**src/rtl/calculator_pkg.sv**
```systemverilog
// ============================================================================
// calculator_pkg
// Shared widths and the writeback FSM state type for the calculator datapath.
// Revision: 1.0
// ============================================================================
`default_nettype none

package calculator_pkg;

    localparam int DATA_W        = 32;
    localparam int MEM_WORD_SIZE = 64;
    localparam int ADDR_W        = 8;

    typedef enum logic [2:0] {
        IDLE    = 3'd0,
        FILL_LO = 3'd1,
        FILL_HI = 3'd2,
        CAPTURE = 3'd3,
        WRITE   = 3'd4,
        DONE    = 3'd5
    } wb_state_t;

endpackage

`default_nettype wire

```
**src/rtl/result_writeback.sv**
```systemverilog
// ============================================================================
// result_writeback
// Collects two 32-bit ALU results per 64-bit word and writes NUM_WORDS words
// to memory from BASE_ADDR. Optional RESULT_WB_FLUSH_EN adds flush_i.
// Revision: 1.0
// ============================================================================
`default_nettype none

module result_writeback
    import calculator_pkg::*;
#(
    parameter int NUM_WORDS = 4,
    parameter int BASE_ADDR = 0
) (
    input  logic                     clk_i,
    input  logic                     rst_i,
    input  logic                     start_i,
`ifdef RESULT_WB_FLUSH_EN
    input  logic                     flush_i,
`endif
    input  logic                     res_valid_i,
    output logic                     res_ready_o,
    output logic                     loc_sel_o,
    input  logic [MEM_WORD_SIZE-1:0] buffer_i,
    output logic                     mem_wr_en_o,
    output logic [ADDR_W-1:0]        mem_wr_addr_o,
    output logic [MEM_WORD_SIZE-1:0] mem_wr_data_o,
    input  logic                     mem_wr_ready_i,
    output logic                     done_o
);

    localparam logic [ADDR_W-1:0] c_last = ADDR_W'(NUM_WORDS - 1);
    localparam logic [ADDR_W-1:0] c_base = ADDR_W'(BASE_ADDR);

    wb_state_t                state_q;
    logic [ADDR_W-1:0]        count_q;
    logic [MEM_WORD_SIZE-1:0] data_q;
    logic [MEM_WORD_SIZE-1:0] data_d;

`ifdef RESULT_WB_FLUSH_EN
    logic flushed_q;

    // A flushed word carries only the lower result; the upper half is stale.
    assign data_d = flushed_q ? {{DATA_W{1'b0}}, buffer_i[DATA_W-1:0]} : buffer_i;
`else
    assign data_d = buffer_i;
`endif

    always_ff @(posedge clk_i or posedge rst_i) begin
        if (rst_i) begin
            state_q   <= IDLE;
            count_q   <= '0;
            data_q    <= '0;
`ifdef RESULT_WB_FLUSH_EN
            flushed_q <= 1'b0;
`endif
        end else begin
            case (state_q)
                IDLE, DONE: begin
                    if (start_i) begin
                        state_q <= FILL_LO;
                        count_q <= '0;
                    end
                end
                FILL_LO: begin
                    if (res_valid_i) state_q <= FILL_HI;
                end
                FILL_HI: begin
                    if (res_valid_i) begin
                        state_q   <= CAPTURE;
`ifdef RESULT_WB_FLUSH_EN
                        flushed_q <= 1'b0;
                    end else if (flush_i) begin
                        state_q   <= CAPTURE;
                        flushed_q <= 1'b1;
`endif
                    end
                end
                CAPTURE: begin
                    data_q  <= data_d;
                    state_q <= WRITE;
                end
                WRITE: begin
                    if (mem_wr_ready_i) begin
                        if (count_q == c_last) begin
                            state_q <= DONE;
                        end else begin
                            count_q <= count_q + 1'b1;
                            state_q <= FILL_LO;
                        end
                    end
                end
                default: state_q <= IDLE;
            endcase
        end
    end

    // Pure decodes of registered state so reset removes them without a clock.
    assign res_ready_o   = (state_q == FILL_LO) || (state_q == FILL_HI);
    assign loc_sel_o     = (state_q == FILL_HI);
    assign mem_wr_en_o   = (state_q == WRITE);
    assign done_o        = (state_q == DONE);
    assign mem_wr_addr_o = c_base + count_q;
    assign mem_wr_data_o = data_q;

endmodule

`default_nettype wire

```
**config.mk**
```make
export PLATFORM = sky130hd
export DESIGN_NAME = result_writeback
export DESIGN_NICKNAME = d
export VERILOG_FILES = /design/src/rtl/calculator_pkg.sv /design/src/rtl/result_writeback.sv
export SDC_FILE = /design/constraint.sdc
export NUM_CORES = 1
export LEC_CHECK = 0
export ABC_AREA = 1
export CORE_ASPECT_RATIO = 0.75
export CORE_MARGIN = 4
export CORE_UTILIZATION = 45
export DETAILED_ROUTE_END_ITERATION = 16
export HOLD_SLACK_MARGIN = 0.05
export PLACE_DENSITY_LB_ADDON = 0.08
export SYNTH_ARGS = -nofsm -noshare
export SYNTH_HDL_FRONTEND = slang
export SYNTH_SLANG_ARGS = --single-unit
export TNS_END_PERCENT = 100
```
**constraint.sdc**
```tcl
create_clock -name clk_i -period 6.85 [get_ports clk_i]
set_clock_uncertainty 0.1 [all_clocks]
set_input_delay 0.685 -clock clk_i [delete_from_list [all_inputs] [get_ports clk_i]]
set_output_delay 0.685 -clock clk_i [all_outputs]
set_load 0.005 [all_outputs]
```
After elaboration in Yosys (flattened, before gate mapping)
Cells that the tools add are included.

Register bits: 75. Output and inout bits: 76. Logic and storage cells: 31.

Add/sub/neg operators: 1. Equal/unequal tests: 11. Multiplexer cells: 10. Reductions and logical operators: 6.

Operators with widths (count): $mux W8 (3); $pmux W8 S2 (1); $mux W3 (5); $pmux W3 S5 (1); $add A8 B1 Y8 const B (1); $eq A8 B2 Y1 const B (1); $ne A2 B2 Y1 const B (4); $reduce_and A4 Y1 (2); $eq A3 B2 Y1 const B (2); $eq A3 B3 Y1 const B (2); $eq A3 B1 Y1 const B (1); $logic_not A3 Y1 (1); $ne A2 B1 Y1 const B (1); $reduce_bool A2 Y1 (1); $reduce_or A2 Y1 (1); $logic_or A1 B1 Y1 (1).

Depth between registers and ports, before layout
Depth after elaboration: 4. Gate-level depth with buffers: 8.

Least setup slack after synthesis
Ideal clock, no wire load.

Kind: register -> output. Start: register state_q[2]. End: output port res_ready_o. Data arrival time: 0.887 ns. Slack: 5.178 ns. Cell stages (with the launch flop): 5. Path buffers: 1. Path through: dfrtp_1 > buf_2 > nor2_1 > inv_1 > o21ai_0.

Cells in the longest elaborated chain, start to end: 2.

Ends and longest elaborated chain: from (decl) (line result_writeback.sv:35) `wb_state_t state_q;`; from (signal assigned) (line result_writeback.sv:51) `state_q <= IDLE;`; from (signal assigned) (line result_writeback.sv:61) `state_q <= FILL_LO;`; from (signal assigned) (line result_writeback.sv:66) `if (res_valid_i) state_q <= FILL_HI;`; $eq A3 B1 Y1 or $eq A3 B2 Y1 (tied branches) (line result_writeback.sv:99) `assign res_ready_o = (state_q == FILL_LO) || (state_q == FILL_HI);`; $logic_or A1 B1 Y1 * (line result_writeback.sv:99); to (decl) (line result_writeback.sv:22) `output logic res_ready_o,`.

Every way passes the cells marked *; elsewhere a longest branch is shown, timed or not.

Worst setup path after layout
Start: register state_q[1]. End: output port mem_wr_en_o.

Cells in the longest elaborated chain, start to end: 1.

Ends and longest elaborated chain: $eq A3 B3 Y1 (line result_writeback.sv:101) `assign mem_wr_en_o = (state_q == WRITE);`; to (decl) (line result_writeback.sv:25) `output logic mem_wr_en_o,`.

Every way passes these cells.

==> flow_summary.json <==
{
  "clk_latency_ns": 0.34,
  "synthCells": 260,
  "first_global_vias": 2414,
  "post-route-period-util": 0.3883,
  "cp_num_buf_inv": 2,
  "avgRoutedWirePerCell_um": 16.03,
  "endpoint_kind": "primary output",
  "die-width_um": 107.3,
  "rows": 26,
  "gr-usage-all-layers": 0.1881,
  "final_core_util": 0.7156,
  "p_leak_nw": 2.358,
  "slew_headroom": 0.2318,
  "port_buffers": 144,
  "yosysWarningCount": 0,
  "cp_max_fo": 7,
  "drt_iter0_markers": 97,
  "vdd_drop_max_v": 0.0002108,
  "mostFrequentLayoutCells": "clkdlybuf4s50_1 (144), dfrtp_1 (75), nand2_1 (56), mux2_4 (49), nor2_1 (20)",
  "slew_viol_final": 0,
  "drive_gt1_frac": 0.2039,
  "yosysTopAreaCell": "dfrtp_1",
  "clockBufferDepth": 2,
  "grt_overflow_total": 0,
  "rsz0062_at_grt": "no",
  "cts-buffers-inserted": 9,
  "drtPass1Iterations": 4,
  "cts_root_buffer": "clkbuf_8",
  "hold_buffers": 0,
  "hold_violations": 0,
  "ys_seq_area_frac": 0.5639,
  "cp_top_family": "buffers and inverters",
  "gp_congestion": 0.8106,
  "drt-vias-per-instance": 4.686,
  "crit_chain": "nor2_1 -> nand2_1 -> inv_1 -> clkdlybuf4s50_1",
  "antenna_cells": 0,
  "synth_nets": 330,
  "post_cts_resized": 0,
  "powerDensity_nw_per_um2": 423.9,
  "core-area_um2": 6994,
  "n_fill_cell": 531,
  "fin_crit_ns": 2.660,
  "antenna_left": 0,
  "num_vias": 2390,
  "synth_cell_types": 18,
  "cts_setup_buffers": 0,
  "htree_num_levels": 3,
  "mostFrequentLayoutCell": "clkdlybuf4s50_1",
  "setup_violations": 0,
  "synthTopCellsByArea": "dfrtp_1 (56%), mux2_4 (22%), nand2_1 (6.3%)",
  "worst-slew-pin-transition_ns": 1.152,
  "status": "finished clean",
  "worst_setup_path_start_kind": "flop",
  "start_util": 0.4758,
  "antenna_found_initial": 0,
  "maxCapViolations": 0,
  "synth.avg_cell_area_um2": 12.80,
  "cts_tree": "built",
  "worstPathRequired_ns": 6.06,
  "grt_max_degree": 76,
  "criticalPathCategory": "flop to primary output",
  "ys_ff_latch": 75,
  "fmax_ghz": 0.3759,
  "arrival_ns": 1.88,
  "place_hpwl_um": 5847,
  "areaGrowthSynthToFinish_pct": 50.38,
  "max_stage_delay_ns": 0.54,
  "synth_top_area_share": 0.5639,
  "grt_pass1_wl_um": 12710,
  "ioPinCount": 145,
  "finalWirelength_um": 8175,
  "nets": 478,
  "hp-class": "flop to flop",
  "clkTransAtPathRegs_ns": 0.07,
  "clock_sinks": 75,
  "drc": 0,
  "critPathSlowestCell": "clkdlybuf4s50_1",
  "fin_setup_tns_ns": 0,
  "die_area_um2": 8851,
  "die_y_um": 82.48,
  "syn_area_um2": 3328
}
[area by class of cell]
cell class | instances | area (µm²) | share of cell area
well taps | 98 | 122.6 | 0.02450
inverters | 16 | 60.06 | 0.01200
multi-input cells | 161 | 1319 | 0.2635
clock buffers | 11 | 151.4 | 0.03025
repair buffers | 145 | 1449 | 0.2895
clock inverters | 4 | 26.28 | 0.005250
flip-flops and latches | 75 | 1877 | 0.3750
[report_power, final]
group	total (mW)	switching (mW)	internal [mW]
registers	0.775	0.125	0.650
clock network	0.307	0.158	0.149
logic	1.04	0.324	0.716
[sequential cells by signal, indices dropped and copies added, names as in the netlist]
| name | cells |
|---|---|
| mem_wr_data_o | 64 |
| count_q | 8 |
| state_q | 3 |
[cell families after synthesis]
| logic type | count (synthesis) | share of synthesized area |
|---|---|---|
| AO/OA/AOI/OAI | 8 | 0.01278 |
| adder cells (fa/ha/maj) | 1 | 0.003759 |
| buffers and inverters | 24 | 0.04135 |
| flip-flops | 75 | 0.5639 |
| multiplexers | 64 | 0.2718 |
| AND/OR/NAND/NOR | 88 | 0.1064 |
[path summary, 6_finish.rpt]
kind	start	endpoint	slack, ns	depth (start not counted)
hold reg to reg	mem_wr_data_o[3]	mem_wr_data_o[3]	0.41	1
setup / recovery	state_q[1]	mem_wr_en_o	4.19	4
setup reg to reg	state_q[2]	mem_wr_data_o[58]	4.73	3
max in group asynchronous	rst_i	mem_wr_data_o[13]	5.18	3
min in group asynchronous	rst_i	mem_wr_data_o[21]	0.86	3
hold / removal	mem_wr_data_o[3]	mem_wr_data_o[3]	0.41	1
[synth_stat cells]
master / count
dfrtp_1: 75
nand2_1: 56
mux2_4: 49
nor2_1: 20
inv_1: 15
mux2_2: 15
buf_6: 6
nand3_1: 6
a21oi_1: 4
nor3_1: 3
o21ai_0: 3
buf_2: 2
ha_1: 1
inv_2: 1
nand2_2: 1
nand4_1: 1
nor2_4: 1
o21bai_1: 1
[per-layer routing]
metal / wire (µm) / GRT usage / part of all wire / vias to the layer above
li1: - / - / - / 1147
met2: 3706 / 0.2809 / 0.45 / 97
met5: 0 / 0 / 0 / -
met1: 3646 / 0.2456 / 0.45 / 1144
met3: 791 / 0.09402 / 0.097 / 2
met4: 31 / 0.04598 / 0.0038 / 0
[per-stage QoR]
stage	total power, mW	worst slack [ns]	std cells	hold slack, ns	instance area (µm²)
3_3_place_gp	1.803	4.612	495	0.3873	4827
4_1_cts	2.150	4.171	510	0.4114	5005
5_1_grt	2.254	4.021	510	0.4258	5005
6_report	2.122	4.190	510	0.4086	5005
3_5_place_dp	1.826	4.554	495	0.3925	4827
2_1_floorplan	1.285	4.155	260	0.3937	3328
Power figures use the tool's default switching activity.
